<file path="src/rtl/imuldiv_muldiv_dispatch_pkg.sv">
// Shared encodings for the muldiv dispatch stage: function codes, field widths, FSM states.
// Also holds the decode helpers used by both the control FSM and the datapath.
package imuldiv_muldiv_dispatch_pkg;

    localparam int unsigned FN_W     = 3;
    localparam int unsigned DATA_W   = 32;
    localparam int unsigned RESULT_W = 64;

    localparam logic [FN_W-1:0] IMULDIV_MULDIVREQ_MSG_FUNC_MUL  = 3'd0;
    localparam logic [FN_W-1:0] IMULDIV_MULDIVREQ_MSG_FUNC_DIV  = 3'd1;
    localparam logic [FN_W-1:0] IMULDIV_MULDIVREQ_MSG_FUNC_DIVU = 3'd2;
    localparam logic [FN_W-1:0] IMULDIV_MULDIVREQ_MSG_FUNC_REM  = 3'd3;
    localparam logic [FN_W-1:0] IMULDIV_MULDIVREQ_MSG_FUNC_REMU = 3'd4;

    typedef enum logic [1:0] {
        ST_IDLE  = 2'd0,
        ST_ISSUE = 2'd1,
        ST_WAIT  = 2'd2,
        ST_RESP  = 2'd3
    } dispatch_state_e;

    typedef enum logic [1:0] {
        UNIT_NONE = 2'd0,
        UNIT_MUL  = 2'd1,
        UNIT_DIV  = 2'd2
    } unit_e;

    typedef enum logic [1:0] {
        RSEL_ZERO    = 2'd0,
        RSEL_MUL     = 2'd1,
        RSEL_DIV     = 2'd2,
        RSEL_DIVZERO = 2'd3
    } result_sel_e;

    function automatic unit_e fn_unit(input logic [FN_W-1:0] fn);
        unit_e u;
        case (fn)
            IMULDIV_MULDIVREQ_MSG_FUNC_MUL:  u = UNIT_MUL;
            IMULDIV_MULDIVREQ_MSG_FUNC_DIV,
            IMULDIV_MULDIVREQ_MSG_FUNC_DIVU,
            IMULDIV_MULDIVREQ_MSG_FUNC_REM,
            IMULDIV_MULDIVREQ_MSG_FUNC_REMU: u = UNIT_DIV;
            default:                         u = UNIT_NONE;
        endcase
        return u;
    endfunction

    function automatic logic fn_is_signed(input logic [FN_W-1:0] fn);
        return (fn == IMULDIV_MULDIVREQ_MSG_FUNC_DIV) || (fn == IMULDIV_MULDIVREQ_MSG_FUNC_REM);
    endfunction

endpackage

</file>
<file path="src/rtl/imuldiv_muldiv_dispatch_ctrl.sv">
// Dispatch FSM: sequences IDLE/ISSUE/WAIT/RESP and produces registered val/rdy for all ports.
// Outputs are decoded from the next state so every handshake signal leaves a flop.
module imuldiv_muldiv_dispatch_ctrl
    import imuldiv_muldiv_dispatch_pkg::*;
(
    input  logic              clk,
    input  logic              reset,
    input  logic              req_val,
    input  logic [FN_W-1:0]   req_fn,
    input  logic              req_b_zero,
    input  logic [FN_W-1:0]   cur_fn,
    input  logic              cur_b_zero,
    input  logic              mul_req_rdy,
    input  logic              div_req_rdy,
    input  logic              mul_resp_val,
    input  logic              div_resp_val,
    input  logic              resp_rdy,
    output logic              req_rdy,
    output logic              resp_val,
    output logic              mul_req_val,
    output logic              div_req_val,
    output logic              mul_resp_rdy,
    output logic              div_resp_rdy,
    output logic              accept,
    output logic              load_result,
    output result_sel_e       result_sel
);

`ifdef IMULDIV_DISPATCH_DIVZERO_EN
    localparam bit DIVZERO_EN = 1'b1;
`else
    localparam bit DIVZERO_EN = 1'b0;
`endif

    dispatch_state_e state_q, state_d;
    logic req_rdy_q, req_rdy_d;
    logic resp_val_q, resp_val_d;
    logic mul_req_val_q, mul_req_val_d;
    logic div_req_val_q, div_req_val_d;
    logic mul_resp_rdy_q, mul_resp_rdy_d;
    logic div_resp_rdy_q, div_resp_rdy_d;

    unit_e cur_unit, nxt_unit;
    logic  cur_bypass, nxt_bypass;

    assign accept = req_val & req_rdy_q;

    always_comb begin
        state_d     = state_q;
        load_result = 1'b0;
        result_sel  = RSEL_ZERO;
        cur_unit    = fn_unit(cur_fn);
        cur_bypass  = DIVZERO_EN && (cur_unit == UNIT_DIV) && cur_b_zero;

        case (state_q)
            ST_IDLE: begin
                if (accept) state_d = ST_ISSUE;
            end
            ST_ISSUE: begin
                if (cur_unit == UNIT_MUL) begin
                    if (mul_req_rdy) state_d = ST_WAIT;
                end else if ((cur_unit == UNIT_DIV) && !cur_bypass) begin
                    if (div_req_rdy) state_d = ST_WAIT;
                end else begin
                    // Illegal function or divide-by-zero shortcut: answer without a sub-unit.
                    state_d     = ST_RESP;
                    load_result = 1'b1;
                    if (cur_bypass) result_sel = RSEL_DIVZERO;
                    else            result_sel = RSEL_ZERO;
                end
            end
            ST_WAIT: begin
                if ((cur_unit == UNIT_MUL) && mul_resp_val) begin
                    state_d     = ST_RESP;
                    load_result = 1'b1;
                    result_sel  = RSEL_MUL;
                end else if ((cur_unit == UNIT_DIV) && div_resp_val) begin
                    state_d     = ST_RESP;
                    load_result = 1'b1;
                    result_sel  = RSEL_DIV;
                end
            end
            ST_RESP: begin
                if (resp_rdy) state_d = ST_IDLE;
            end
            default: state_d = ST_IDLE;
        endcase

        // Leaving IDLE the fn/b registers are not loaded yet, so decode the incoming request.
        if (state_q == ST_IDLE) begin
            nxt_unit   = fn_unit(req_fn);
            nxt_bypass = DIVZERO_EN && (nxt_unit == UNIT_DIV) && req_b_zero;
        end else begin
            nxt_unit   = cur_unit;
            nxt_bypass = cur_bypass;
        end

        req_rdy_d      = (state_d == ST_IDLE);
        resp_val_d     = (state_d == ST_RESP);
        mul_req_val_d  = (state_d == ST_ISSUE) && (nxt_unit == UNIT_MUL);
        div_req_val_d  = (state_d == ST_ISSUE) && (nxt_unit == UNIT_DIV) && !nxt_bypass;
        mul_resp_rdy_d = (state_d == ST_WAIT)  && (nxt_unit == UNIT_MUL);
        div_resp_rdy_d = (state_d == ST_WAIT)  && (nxt_unit == UNIT_DIV);
    end

    always_ff @(posedge clk) begin
        if (reset) begin
            state_q        <= ST_IDLE;
            req_rdy_q      <= 1'b1;
            resp_val_q     <= 1'b0;
            mul_req_val_q  <= 1'b0;
            div_req_val_q  <= 1'b0;
            mul_resp_rdy_q <= 1'b0;
            div_resp_rdy_q <= 1'b0;
        end else begin
            state_q        <= state_d;
            req_rdy_q      <= req_rdy_d;
            resp_val_q     <= resp_val_d;
            mul_req_val_q  <= mul_req_val_d;
            div_req_val_q  <= div_req_val_d;
            mul_resp_rdy_q <= mul_resp_rdy_d;
            div_resp_rdy_q <= div_resp_rdy_d;
        end
    end

    assign req_rdy      = req_rdy_q;
    assign resp_val     = resp_val_q;
    assign mul_req_val  = mul_req_val_q;
    assign div_req_val  = div_req_val_q;
    assign mul_resp_rdy = mul_resp_rdy_q;
    assign div_resp_rdy = div_resp_rdy_q;

endmodule

</file>
<file path="src/rtl/imuldiv_muldiv_dispatch.sv">
// Muldiv front end: routes one request to the multiplier or divider, returns its 64-bit result.
// Latency 2 + sub-unit issue wait + compute; RESP holds under backpressure. Option: IMULDIV_DISPATCH_DIVZERO_EN.
module imuldiv_muldiv_dispatch
    import imuldiv_muldiv_dispatch_pkg::*;
(
    input  logic                clk,
    input  logic                reset,
    input  logic [FN_W-1:0]     muldivreq_msg_fn,
    input  logic [DATA_W-1:0]   muldivreq_msg_a,
    input  logic [DATA_W-1:0]   muldivreq_msg_b,
    input  logic                muldivreq_val,
    output logic                muldivreq_rdy,
    output logic [RESULT_W-1:0] muldivresp_msg_result,
    output logic                muldivresp_val,
    input  logic                muldivresp_rdy,
    output logic [DATA_W-1:0]   mulreq_msg_a,
    output logic [DATA_W-1:0]   mulreq_msg_b,
    output logic                mulreq_val,
    input  logic                mulreq_rdy,
    input  logic [RESULT_W-1:0] mulresp_msg_result,
    input  logic                mulresp_val,
    output logic                mulresp_rdy,
    output logic                divreq_msg_fn,
    output logic [DATA_W-1:0]   divreq_msg_a,
    output logic [DATA_W-1:0]   divreq_msg_b,
    output logic                divreq_val,
    input  logic                divreq_rdy,
    input  logic [RESULT_W-1:0] divresp_msg_result,
    input  logic                divresp_val,
    output logic                divresp_rdy
);

    logic [FN_W-1:0]     fn_q, fn_d;
    logic [DATA_W-1:0]   a_q, a_d;
    logic [DATA_W-1:0]   b_q, b_d;
    logic [RESULT_W-1:0] result_q, result_d;

    logic        req_rdy;
    logic        accept;
    logic        load_result;
    result_sel_e result_sel;

    imuldiv_muldiv_dispatch_ctrl u_ctrl (
        .clk          (clk),
        .reset        (reset),
        .req_val      (muldivreq_val),
        .req_fn       (muldivreq_msg_fn),
        .req_b_zero   (muldivreq_msg_b == '0),
        .cur_fn       (fn_q),
        .cur_b_zero   (b_q == '0),
        .mul_req_rdy  (mulreq_rdy),
        .div_req_rdy  (divreq_rdy),
        .mul_resp_val (mulresp_val),
        .div_resp_val (divresp_val),
        .resp_rdy     (muldivresp_rdy),
        .req_rdy      (req_rdy),
        .resp_val     (muldivresp_val),
        .mul_req_val  (mulreq_val),
        .div_req_val  (divreq_val),
        .mul_resp_rdy (mulresp_rdy),
        .div_resp_rdy (divresp_rdy),
        .accept       (accept),
        .load_result  (load_result),
        .result_sel   (result_sel)
    );

    always_comb begin
        fn_d     = fn_q;
        a_d      = a_q;
        b_d      = b_q;
        result_d = result_q;
        if (accept) begin
            fn_d = muldivreq_msg_fn;
            a_d  = muldivreq_msg_a;
            b_d  = muldivreq_msg_b;
        end
        if (load_result) begin
            case (result_sel)
                RSEL_MUL:     result_d = mulresp_msg_result;
                RSEL_DIV:     result_d = divresp_msg_result;
                RSEL_DIVZERO: result_d = {a_q, 32'hFFFF_FFFF};
                default:      result_d = '0;
            endcase
        end
    end

    always_ff @(posedge clk) begin
        if (reset) begin
            fn_q     <= '0;
            a_q      <= '0;
            b_q      <= '0;
            result_q <= '0;
        end else begin
            fn_q     <= fn_d;
            a_q      <= a_d;
            b_q      <= b_d;
            result_q <= result_d;
        end
    end

    assign muldivreq_rdy         = req_rdy;
    assign muldivresp_msg_result = result_q;
    assign mulreq_msg_a          = a_q;
    assign mulreq_msg_b          = b_q;
    assign divreq_msg_a          = a_q;
    assign divreq_msg_b          = b_q;
    // Signedness is only meaningful while a request is in flight; IDLE presents 0.
    assign divreq_msg_fn         = fn_is_signed(fn_q) & ~req_rdy;

endmodule

</file>
<file path="config.mk">
export PLATFORM = sky130hd
export DESIGN_NAME = imuldiv_muldiv_dispatch
export DESIGN_NICKNAME = d
export VERILOG_FILES = /design/src/rtl/imuldiv_muldiv_dispatch_pkg.sv /design/src/rtl/imuldiv_muldiv_dispatch_ctrl.sv /design/src/rtl/imuldiv_muldiv_dispatch.sv
export SDC_FILE = /design/constraint.sdc
export NUM_CORES = 1
export LEC_CHECK = 0
export BUFFER_PORTS_ARGS = -buffer_cell sky130_fd_sc_hd__buf_2
export CAP_MARGIN = 0
export CORE_MARGIN = 3
export CORE_UTILIZATION = 28
export CTS_CLUSTER_DIAMETER = 40
export CTS_CLUSTER_SIZE = 20
export DETAILED_ROUTE_END_ITERATION = 8
export PLACE_DENSITY_LB_ADDON = 0.2
export SETUP_SLACK_MARGIN = 0.02
export SLEW_MARGIN = 10
export SYNTH_ARGS = -nofsm -noshare
export SYNTH_HDL_FRONTEND = slang
export SYNTH_HIERARCHICAL = 1
export SYNTH_SLANG_ARGS = --single-unit
</file>
<file path="constraint.sdc">
create_clock -name clk -period 2.7 [get_ports clk]
set_input_delay 0.135 -clock clk [delete_from_list [all_inputs] [get_ports clk]]
set_output_delay 0.135 -clock clk [all_outputs]
set_load 0.005 [all_outputs]
</file>
==> flow_summary_export.csv, run 1 <==
group,metric,value,unit
cells_and_area,area_growth,45.13,%
sta,clock.fmax,0.4278,GHz
route,drt_pass1_iterations,4,
placement,place.gp.congestion,0.7498,
power,comb_power_share,26.6,%
route,postRouteAntennaNets,0,
critical_path,r2r_cells,10,
clocking,clock-sinks,139,
cells_and_area,fin_nets,1328,
cells_and_area,final_area,10270,um^2
synth,synth_area,7076,um^2
sta,slew_headroom,62.74,%
cells_and_area,fillers,2422,
power,power_density,678.7,nW/um^2
min_path,hp-class,"input pin to flip-flop",
flow_run,maxCapViolations,0,
critical_path,criticalPathCategory,"flip-flop to flip-flop",
min_path,hold_depth,3,
placement,dp_hpwl,16200,um
route,viasPerCell,4.511,
sta,hold_ws,0.09684,ns
grt,grt_pass1_vias,6442,
sta,setup_ws,0.3627,ns
critical_path,regToRegSetupSlack,0.36,ns
critical_path,endpoint_kind,"flip-flop",
critical_path,path_cells,"o21a_1 > nor2_1 > ha_1 > nand3_1 > a21oi_4 > buf_12 > buf_4 > o21ai_0 > o22ai_1 > nor2b_1",
critical_path,crit_buf_inv,2,
floorplanning,coreArea,24600,um^2
sta,final_max_slew_viol_count,0,
sta,grt_setup_unrepaired,"false",
min_path,hp-start,"divresp_msg_result[54]",
floorplanning,die_w,165.0,um
sta,setup_violations,0,
clocking,cts.clk_slew.worst_paths,0.07,ns
power,power_frac_seq,35.2,%
placement,port_buffers,401,
sta,fin_skew,0.008812,ns
outcome,status,"complete, no violations",
sta,min_period_over_period,86.57,%
critical_path,cp.arrival,2.69,ns
grt,antenna_found_initial,1,
cells_and_area,n_antenna_cell,0,
sta,hold_viol,0,
power,power,6.969,mW
sta,min_period,2.337,ns
route,vias,6559,
grt,grt_pass1_wl,34750,um
critical_path,cp_top_family,"compound AO/OA/AOI/OAI gates",
floorplanning,start_util,28.76,%
synth,syn-num-nets,950,
floorplanning,die_area,27210,um^2
critical_path,start_kind,"flip-flop",
sta,fin_setup_tns,0,ns
synth,synth_cells,739,
placement,placed_area,8909,um^2
power,cell_internal_pwr,4.886,mW
power,power_switching,2.083,mW
placement,post-place-ws,0.2220,ns
sta,worstMarginPinSlew,0.5589,ns
clocking,cts_max_path_buffers,2,
grt,grtUsageTotal,16.29,%
placement,dp.cells,1354,
power,clkPwrFrac,38.2,%
cells_and_area,final_layout_size_suffix_gt1_share,48.94,%
critical_path,r2r-start,"fn_q[0]$_SDFFE_PP0P_",
floorplanning,ios,402,
power,peakVddDrop,349.8,uV
clocking,cts_buffers,17,
min_path,whs_endpoint,"muldivresp_msg_result[54]$_SDFFE_PP0P_",
grt,grt.overflow.total,0,
route,initialDrtViolationCount,229,
cells_and_area,post-route-util,41.73,%
clocking,cts_setup_buffers,0,
critical_path,critPathMaxStageDelay,0.35,ns
floorplanning,dieHeight,165.0,um
power,leakagePower,4.655,nW
clocking,cts_tree,"built",
critical_path,crit_fanout,49,
critical_path,cp_data_required_time,3.05,ns
cells_and_area,final_cells,1454,
floorplanning,rows,57,
critical_path,reg2reg_to,"muldivresp_msg_result[19]$_SDFFE_PP0P_",
route,routedWlPerCell,16.19,um
clocking,insertion_delay,0.41,ns
clocking,htreeDepth,4,
synth,yosysWarnings,6,
route,postRouteWirelength,23540,um
grt,grt_max_degree,87,
route,drc,0,
power,p_sw_share,29.88,%
clocking,clockRootBuffer,"clkbuf_16",
synth,postSynthAreaPerCell,9.574,um^2
critical_path,cpMaxStageDelayCell,"dfxtp_1",
==> placed cells by master (no fill, tap or decap), types with 3 or more instances in the layout <==
| cell type | n |
|---|---|
| clkinv_4 | 3 |
| buf_12 | 8 |
| mux2_2 | 31 |
| nor3b_1 | 3 |
| nor2b_1 | 32 |
| inv_1 | 36 |
| inv_6 | 3 |
| a22oi_2 | 30 |
| a211oi_2 | 30 |
| mux2i_1 | 68 |
| bufinv_16 | 5 |
| dlygate4sd3_1 | 67 |
| o22ai_1 | 32 |
| a22oi_1 | 3 |
| nor3_1 | 4 |
| buf_4 | 6 |
| buf_2 | 400 |
| o21ai_0 | 33 |
| a211oi_1 | 3 |
| nor2_1 | 102 |
| ha_1 | 7 |
| dfxtp_1 | 139 |
| a21oi_1 | 34 |
| clkbuf_16 | 18 |
==> worst reg2reg max path, cell delays in order, from the launching register on <==
cell and delay (ns):
dfxtp_1 0.35, o21a_1 0.18, nor2_1 0.16, ha_1 0.25, nand3_1 0.14, a21oi_4 0.23
buf_12 0.25, buf_4 0.32, o21ai_0 0.15, o22ai_1 0.11, nor2b_1 0.15
==> sequential cells by signal, indices dropped and copies added, names as in the netlist <==
| register | flops |
|---|---|
| muldivresp_msg_result | 64 |
| divreq_msg_a | 32 |
| divreq_msg_b | 32 |
| fn_q | 3 |
| u_ctrl/state_q | 2 |
| u_ctrl/div_req_val | 1 |
| u_ctrl/div_resp_rdy | 1 |
| u_ctrl/mul_req_val | 1 |
| u_ctrl/mul_resp_rdy | 1 |
| u_ctrl/req_rdy | 1 |
| u_ctrl/resp_val | 1 |
==> what timing repair did <==
item / in CTS / in global routing
endpoints found under the hold margin: 67 / 0
resized for setup: 0 / 2
endpoints found under the setup margin: 0 / 43
hold buffers: 67 / 0
==> final cells by class <==
| type | instances | area (um^2) | area share [%] |
|---|---|---|---|
| Clock buffer | 20 | 446.7 | 4.350 |
| Clock inverter | 12 | 210.2 | 2.047 |
| Inverter | 36 | 135.1 | 1.316 |
| Multi-Input combinational cell | 441 | 3386 | 32.97 |
| Sequential cell | 139 | 2783 | 27.10 |
| Tap cell | 324 | 405.4 | 3.948 |
| Timing Repair Buffer | 482 | 2903 | 28.27 |
==> layer usage <==
layer	routed length, um	vias to the layer above	GRT usage, %	share of wire (%)
met4	512	2	6.100	2.2
met2	11550	269	28.24	49
met3	1665	38	3.988	7.1
met5	7	-	0	0.030
li1	-	3256	-	-
met1	9813	2994	19.44	42
==> power groups by stage <==
stage	registers (mW)	clock network [mW]	logic (mW)
finish	2.45	2.66	1.85
global route	2.49	2.81	2.05
CTS	2.45	2.74	1.85
detailed placement	2.49	0	1.77
global placement	2.49	0	1.77
floorplan	2.48	0	1.21
==> how the worst max path moves through the flow <==
stage / from / end / slack [ns] / cells after the start
after floorplan: fn_q[2]$_SDFFE_PP0P_ / muldivresp_msg_result[40]$_SDFFE_PP0P_ / 0.32 / 11
after global placement: fn_q[2]$_SDFFE_PP0P_ / muldivresp_msg_result[28]$_SDFFE_PP0P_ / 0.30 / 11
after detailed placement: fn_q[2]$_SDFFE_PP0P_ / muldivresp_msg_result[13]$_SDFFE_PP0P_ / 0.22 / 11
after CTS: fn_q[2]$_SDFFE_PP0P_ / muldivresp_msg_result[13]$_SDFFE_PP0P_ / 0.21 / 11
after global routing: fn_q[0]$_SDFFE_PP0P_ / muldivresp_msg_result[2]$_SDFFE_PP0P_ / 0.07 / 10
final: fn_q[0]$_SDFFE_PP0P_ / muldivresp_msg_result[19]$_SDFFE_PP0P_ / 0.36 / 10
(Power assumes the default switching activity.)
==> run 2, diff against run 1 <==
--- a/config.mk
+++ b/config.mk
@@ -7,11 +7,12 @@
 export LEC_CHECK = 0
 export BUFFER_PORTS_ARGS = -buffer_cell sky130_fd_sc_hd__buf_2
 export CAP_MARGIN = 0
-export CORE_MARGIN = 3
-export CORE_UTILIZATION = 28
+export CORE_AREA = 3 3 156 158
 export CTS_CLUSTER_DIAMETER = 40
 export CTS_CLUSTER_SIZE = 20
 export DETAILED_ROUTE_END_ITERATION = 8
+export DIE_AREA = 0 0 159 161
+export GPL_ROUTABILITY_DRIVEN = 0
 export PLACE_DENSITY_LB_ADDON = 0.2
 export SETUP_SLACK_MARGIN = 0.02
 export SLEW_MARGIN = 10
==> flow_summary_export.csv, run 2 (synthesized netlist as in run 1, its figures left out) <==
group,metric,value,unit
critical_path,path_cells,"o21a_1 > nor2_1 > ha_1 > nand3_1 > a21oi_4 > buf_12 > and2b_2 > buf_12 > a22oi_1 > a211oi_1",
placement,placed_area,8910,um^2
critical_path,crit_top_cell,"buf_12",
clocking,cts_setup_buffers,0,
sta,setup_violations,0,
power,leakagePower,4.602,nW
route,initialDrtViolationCount,305,
route,drt_pass1_iterations,4,
floorplanning,ios,402,
placement,dp.cells,1350,
critical_path,criticalPathCategory,"flip-flop to flip-flop",
clocking,clock-sinks,139,
route,viasPerCell,4.460,
flow_run,maxCapViolations,0,
min_path,hp-class,"input pin to flip-flop",
floorplanning,die_area,25600,um^2
clocking,insertion_delay,0.41,ns
power,peakVddDrop,320.6,uV
clocking,htreeDepth,4,
grt,antenna_found_initial,3,
outcome,status,"complete, no violations",
floorplanning,die_w,159,um
sta,final_max_slew_viol_count,0,
sta,worstMarginPinSlew,0.5574,ns
clocking,cts_max_path_buffers,2,
grt,grt_pass1_wl,35450,um
cells_and_area,layout_common_cells,"buf_2 (400), dfxtp_1 (139), nor2_1 (102)",
sta,clock.fmax,0.4235,GHz
sta,min_period_over_period,87.46,%
sta,min_period,2.361,ns
grt,grt.overflow.total,0,
critical_path,crit_fanout,32,
floorplanning,dieHeight,161,um
route,vias,6462,
critical_path,endpoint_kind,"flip-flop",
floorplanning,coreArea,23260,um^2
floorplanning,start_util,30.42,%
sta,setup_ws,0.3386,ns
clocking,clockRootBuffer,"clkbuf_16",
placement,post-place-ws,0.2699,ns
cells_and_area,final_cells,1449,
cells_and_area,layout_commonest_cell,"buf_2",
sta,slew_headroom,62.84,%
sta,fin_setup_tns,0,ns
sta,hold_viol,0,
route,routedWlPerCell,15.63,um
route,drc,0,
clocking,cts.clk_slew.worst_paths,0.06,ns
clocking,cts_tree,"built",
cells_and_area,area_growth,43.59,%
grt,grt_pass1_vias,6433,
sta,fin_skew,0.01313,ns
clocking,cts_buffers,17,
cells_and_area,fin_nets,1327,
critical_path,cp.arrival,2.68,ns
cells_and_area,final_layout_size_suffix_gt1_share,48.94,%
critical_path,start_kind,"flip-flop",
sta,grt_setup_unrepaired,"false",
floorplanning,rows,56,
grt,grt_max_degree,85,
placement,port_buffers,401,
route,postRouteWirelength,22650,um
cells_and_area,largest_register_ffs,64,
critical_path,critPathMaxStageDelay,0.33,ns
power,power_density,650.7,nW/um^2
cells_and_area,final_area,10160,um^2
sta,hold_ws,0.03141,ns
placement,dp_hpwl,15980,um
grt,grtUsageTotal,17.02,%
critical_path,cpMaxStageDelayCell,"dfxtp_1",
route,postRouteAntennaNets,0,
critical_path,cp_data_required_time,3.02,ns
-- run 2: final cells by class --
cell class | count | area (um^2)
Antenna cell | 2 | 5.005
Clock buffer | 19 | 442.9
Clock inverter | 12 | 138.9
Fill cell | 2352 | 13100
Inverter | 36 | 135.1
Multi-Input combinational cell | 441 | 3381
Sequential cell | 139 | 2783
Tap cell | 319 | 399.1
Timing Repair Buffer | 481 | 2875
-- run 2: final timing paths --
path | end | slack, ns | cells after the start | from
hold reg to reg | muldivresp_msg_result[63]$_SDFFE_PP0P_ | 0.50 | 2 | muldivresp_msg_result[63]$_SDFFE_PP0P_
hold / removal | fn_q[0]$_SDFFE_PP0P_ | 0.03 | 3 | muldivreq_msg_fn[0]
setup / recovery | muldivresp_msg_result[32]$_SDFFE_PP0P_ | 0.34 | 10 | fn_q[0]$_SDFFE_PP0P_
setup reg to reg | muldivresp_msg_result[32]$_SDFFE_PP0P_ | 0.34 | 10 | fn_q[0]$_SDFFE_PP0P_
-- run 2: where the power goes --
part,switching (mW),internal [mW]
registers,0.177,2.27
logic,0.907,0.921
clock network,0.939,1.39
total,2.02,4.59
-- run 2: per-stage QoR --
stage	power [mW]	utilization, %
3_5_place_dp	4.266	38.30
6_report	6.611	43.67
2_1_floorplan	3.692	-
3_3_place_gp	4.260	38.30
5_1_grt	7.005	43.67
4_1_cts	6.734	43.64
-- run 2: metal layers --
metal  share of wire (%)  global-route usage [%]  vias up  routed length (um)
met4                 1.1                   4.099        2                 252
met1                  43                   20.71     2945                9789
met3                 6.4                   5.130       15                1457
met2                  49                   29.64      247               11140
met5               0.057                       0        -                  13
li1                    -                       -     3253                   -
-- run 2: timing repair --
item,CTS,global route
endpoints found under the setup margin,0,1
hold endpoints to repair,66,0
hold buffers,66,0
resized for setup,0,1
-- run 2: critical path: cells and delay by family, from the launching register on --
family / cells / cell delay (ns)
AND/OR/NAND/NOR: 3 / 0.47
AO/OA/AOI/OAI: 4 / 0.76
adder cells (fa/ha/maj): 1 / 0.25
flip-flops: 1 / 0.33
buffers and inverters: 2 / 0.45
==> run 3, diff against run 2 <==
--- a/config.mk
+++ b/config.mk
@@ -8,11 +8,11 @@
 export BUFFER_PORTS_ARGS = -buffer_cell sky130_fd_sc_hd__buf_2
 export CAP_MARGIN = 0
 export CORE_AREA = 3 3 156 158
-export CTS_CLUSTER_DIAMETER = 40
 export CTS_CLUSTER_SIZE = 20
 export DETAILED_ROUTE_END_ITERATION = 8
 export DIE_AREA = 0 0 159 161
 export GPL_ROUTABILITY_DRIVEN = 0
+export MAX_ROUTING_LAYER = met4
 export PLACE_DENSITY_LB_ADDON = 0.2
 export SETUP_SLACK_MARGIN = 0.02
 export SLEW_MARGIN = 10
==> flow_summary_export.csv, run 3 (synthesized netlist as in run 1, its figures left out) <==
group,metric,value,unit
outcome,status,"complete, no violations",
power,power_frac_seq,37.1,%
critical_path,critPathMaxStageDelay,0.33,ns
power,cell_internal_pwr,4.588,mW
placement,post-place-ws,0.2699,ns
clocking,cts_max_path_buffers,2,
critical_path,r2r-start,"fn_q[0]$_SDFFE_PP0P_",
power,comb_power_share,27.7,%
route,postRouteWirelength,22710,um
min_path,hp-class,"input pin to flip-flop",
critical_path,path_cells,"o21a_1 > nor2_1 > ha_1 > nand3_1 > a21oi_4 > buf_12 > and2b_2 > buf_12 > a22oi_1 > a211oi_1",
critical_path,cp_top_family,"compound AO/OA/AOI/OAI gates",
floorplanning,rows,56,
critical_path,cpMaxStageDelayCell,"dfxtp_1",
critical_path,endpoint_kind,"flip-flop",
cells_and_area,area_growth,43.62,%
critical_path,critPathLaunch,"fn_q[0]$_SDFFE_PP0P_",
cells_and_area,layout_commonest_cell,"buf_2",
sta,setup_ws,0.3405,ns
clocking,clock-sinks,139,
grt,grtUsageTotal,17.53,%
floorplanning,die_area,25600,um^2
cells_and_area,final_area,10160,um^2
grt,grt.overflow.total,0,
route,drt_pass1_iterations,4,
power,p_sw_share,30.58,%
sta,slew_headroom,63.51,%
clocking,htreeDepth,4,
sta,min_period_over_period,87.39,%
critical_path,cp_data_required_time,3.02,ns
sta,setup_violations,0,
placement,dp_hpwl,15980,um
floorplanning,start_util,30.42,%
power,clkPwrFrac,35.2,%
route,drc,0,
cells_and_area,final_cells,1450,
power,power_density,650.3,nW/um^2
critical_path,crit_top_cell,"buf_12",
route,wl_met1,9922,um
sta,hold_viol,0,
cells_and_area,post-route-util,43.69,%
sta,fin_setup_tns,0,ns
sta,fin_skew,0.01326,ns
cells_and_area,layout_common_cells,"buf_2 (400), dfxtp_1 (139), nor2_1 (102)",
route,highest_layer,"met4",
sta,final_max_slew_viol_count,0,
sta,clock.fmax,0.4238,GHz
cells_and_area,largest_register_ffs,64,
floorplanning,dieHeight,161,um
grt,antenna_found_initial,3,
floorplanning,die_w,159,um
power,peakVddDrop,318.8,uV
route,initialDrtViolationCount,294,
placement,dp.cells,1350,
sta,grt_setup_unrepaired,"false",
clocking,cts_tree,"built",
cells_and_area,final_layout_size_suffix_gt1_share,48.94,%
placement,port_buffers,401,
floorplanning,ios,402,
grt,grt_max_degree,85,
sta,min_period,2.359,ns
route,viasPerCell,4.452,
clocking,cts.clk_slew.worst_paths,0.06,ns
route,routedWlPerCell,15.66,um
min_path,hp-start,"muldivreq_msg_fn[0]",
power,power_switching,2.021,mW
grt,grt_pass1_wl,35420,um
cells_and_area,fin_nets,1327,
clocking,cts_buffers,17,
route,wl_met3,1370,um
clocking,clockRootBuffer,"clkbuf_16",
clocking,insertion_delay,0.41,ns
power,power,6.609,mW
critical_path,start_kind,"flip-flop",
critical_path,crit_fanout,32,
route,postRouteAntennaNets,0,
grt,grt_pass1_vias,6434,
clocking,cts_setup_buffers,0,
critical_path,cp.arrival,2.68,ns
flow_run,maxCapViolations,0,
route,vias,6456,
critical_path,crit_buf_inv,2,
power,leakagePower,4.602,nW
floorplanning,coreArea,23260,um^2
cells_and_area,fillers,2351,
placement,placed_area,8910,um^2
sta,hold_ws,0.03359,ns
sta,worstMarginPinSlew,0.5473,ns
route,route.met2.wl,11220,um
critical_path,criticalPathCategory,"flip-flop to flip-flop",
-- run 3: cell count changes in the layout (fill, tap and decap cells not counted), sizes merged --
cell | previous run | this run
diode | 2 | 3
-- run 3: power groups by stage --
| stage | logic [mW] | registers (mW) | clock network, mW |
|---|---|---|---|
| CTS | 1.85 | 2.45 | 2.43 |
| detailed placement | 1.77 | 2.49 | 0 |
| global placement | 1.77 | 2.49 | 0 |
| floorplan | 1.21 | 2.48 | 0 |
| finish | 1.83 | 2.45 | 2.33 |
| global route | 2.00 | 2.49 | 2.51 |
-- run 3: area by class of cell --
| cell class | count | area, um^2 | area share (%) |
|---|---|---|---|
| Tap cell | 319 | 399.1 | 3.928 |
| Inverter | 36 | 135.1 | 1.330 |
| Multi-Input combinational cell | 441 | 3381 | 33.27 |
| Antenna cell | 3 | 7.507 | 0.07387 |
| Sequential cell | 139 | 2783 | 27.38 |
| Clock buffer | 19 | 442.9 | 4.359 |
| Timing Repair Buffer | 481 | 2875 | 28.29 |
| Clock inverter | 12 | 138.9 | 1.367 |
-- run 3: path summary, 6_finish.rpt --
kind	to	slack, ns	cells past startpoint
max	muldivresp_msg_result[32]$_SDFFE_PP0P_	0.34	10
min	fn_q[0]$_SDFFE_PP0P_	0.03	3
max reg2reg	muldivresp_msg_result[32]$_SDFFE_PP0P_	0.34	10
min reg2reg	muldivresp_msg_result[63]$_SDFFE_PP0P_	0.50	2
-- run 3: worst reg2reg max path, cell delays in order, from the launching register on --
cell and delay [ns]:
dfxtp_1 0.33, o21a_1 0.17, nor2_1 0.16, ha_1 0.24
nand3_1 0.13, a21oi_4 0.23, buf_12 0.20, and2b_2 0.18
buf_12 0.25, a22oi_1 0.14, a211oi_1 0.23
-- run 3: routing by layer --
layer | GRT usage [%] | vias up
met1 | 21.01 | 2944
met2 | 29.63 | 251
met3 | 4.694 | 10
met5 | - | -
li1 | - | 3251
met4 | 4.099 | 0
-- run 3: what timing repair did --
action                                 CTS  global route
gates resized for setup                  0             1
endpoints found under the hold margin   66             0
setup endpoints to repair                0             1
hold buffers                            66             0
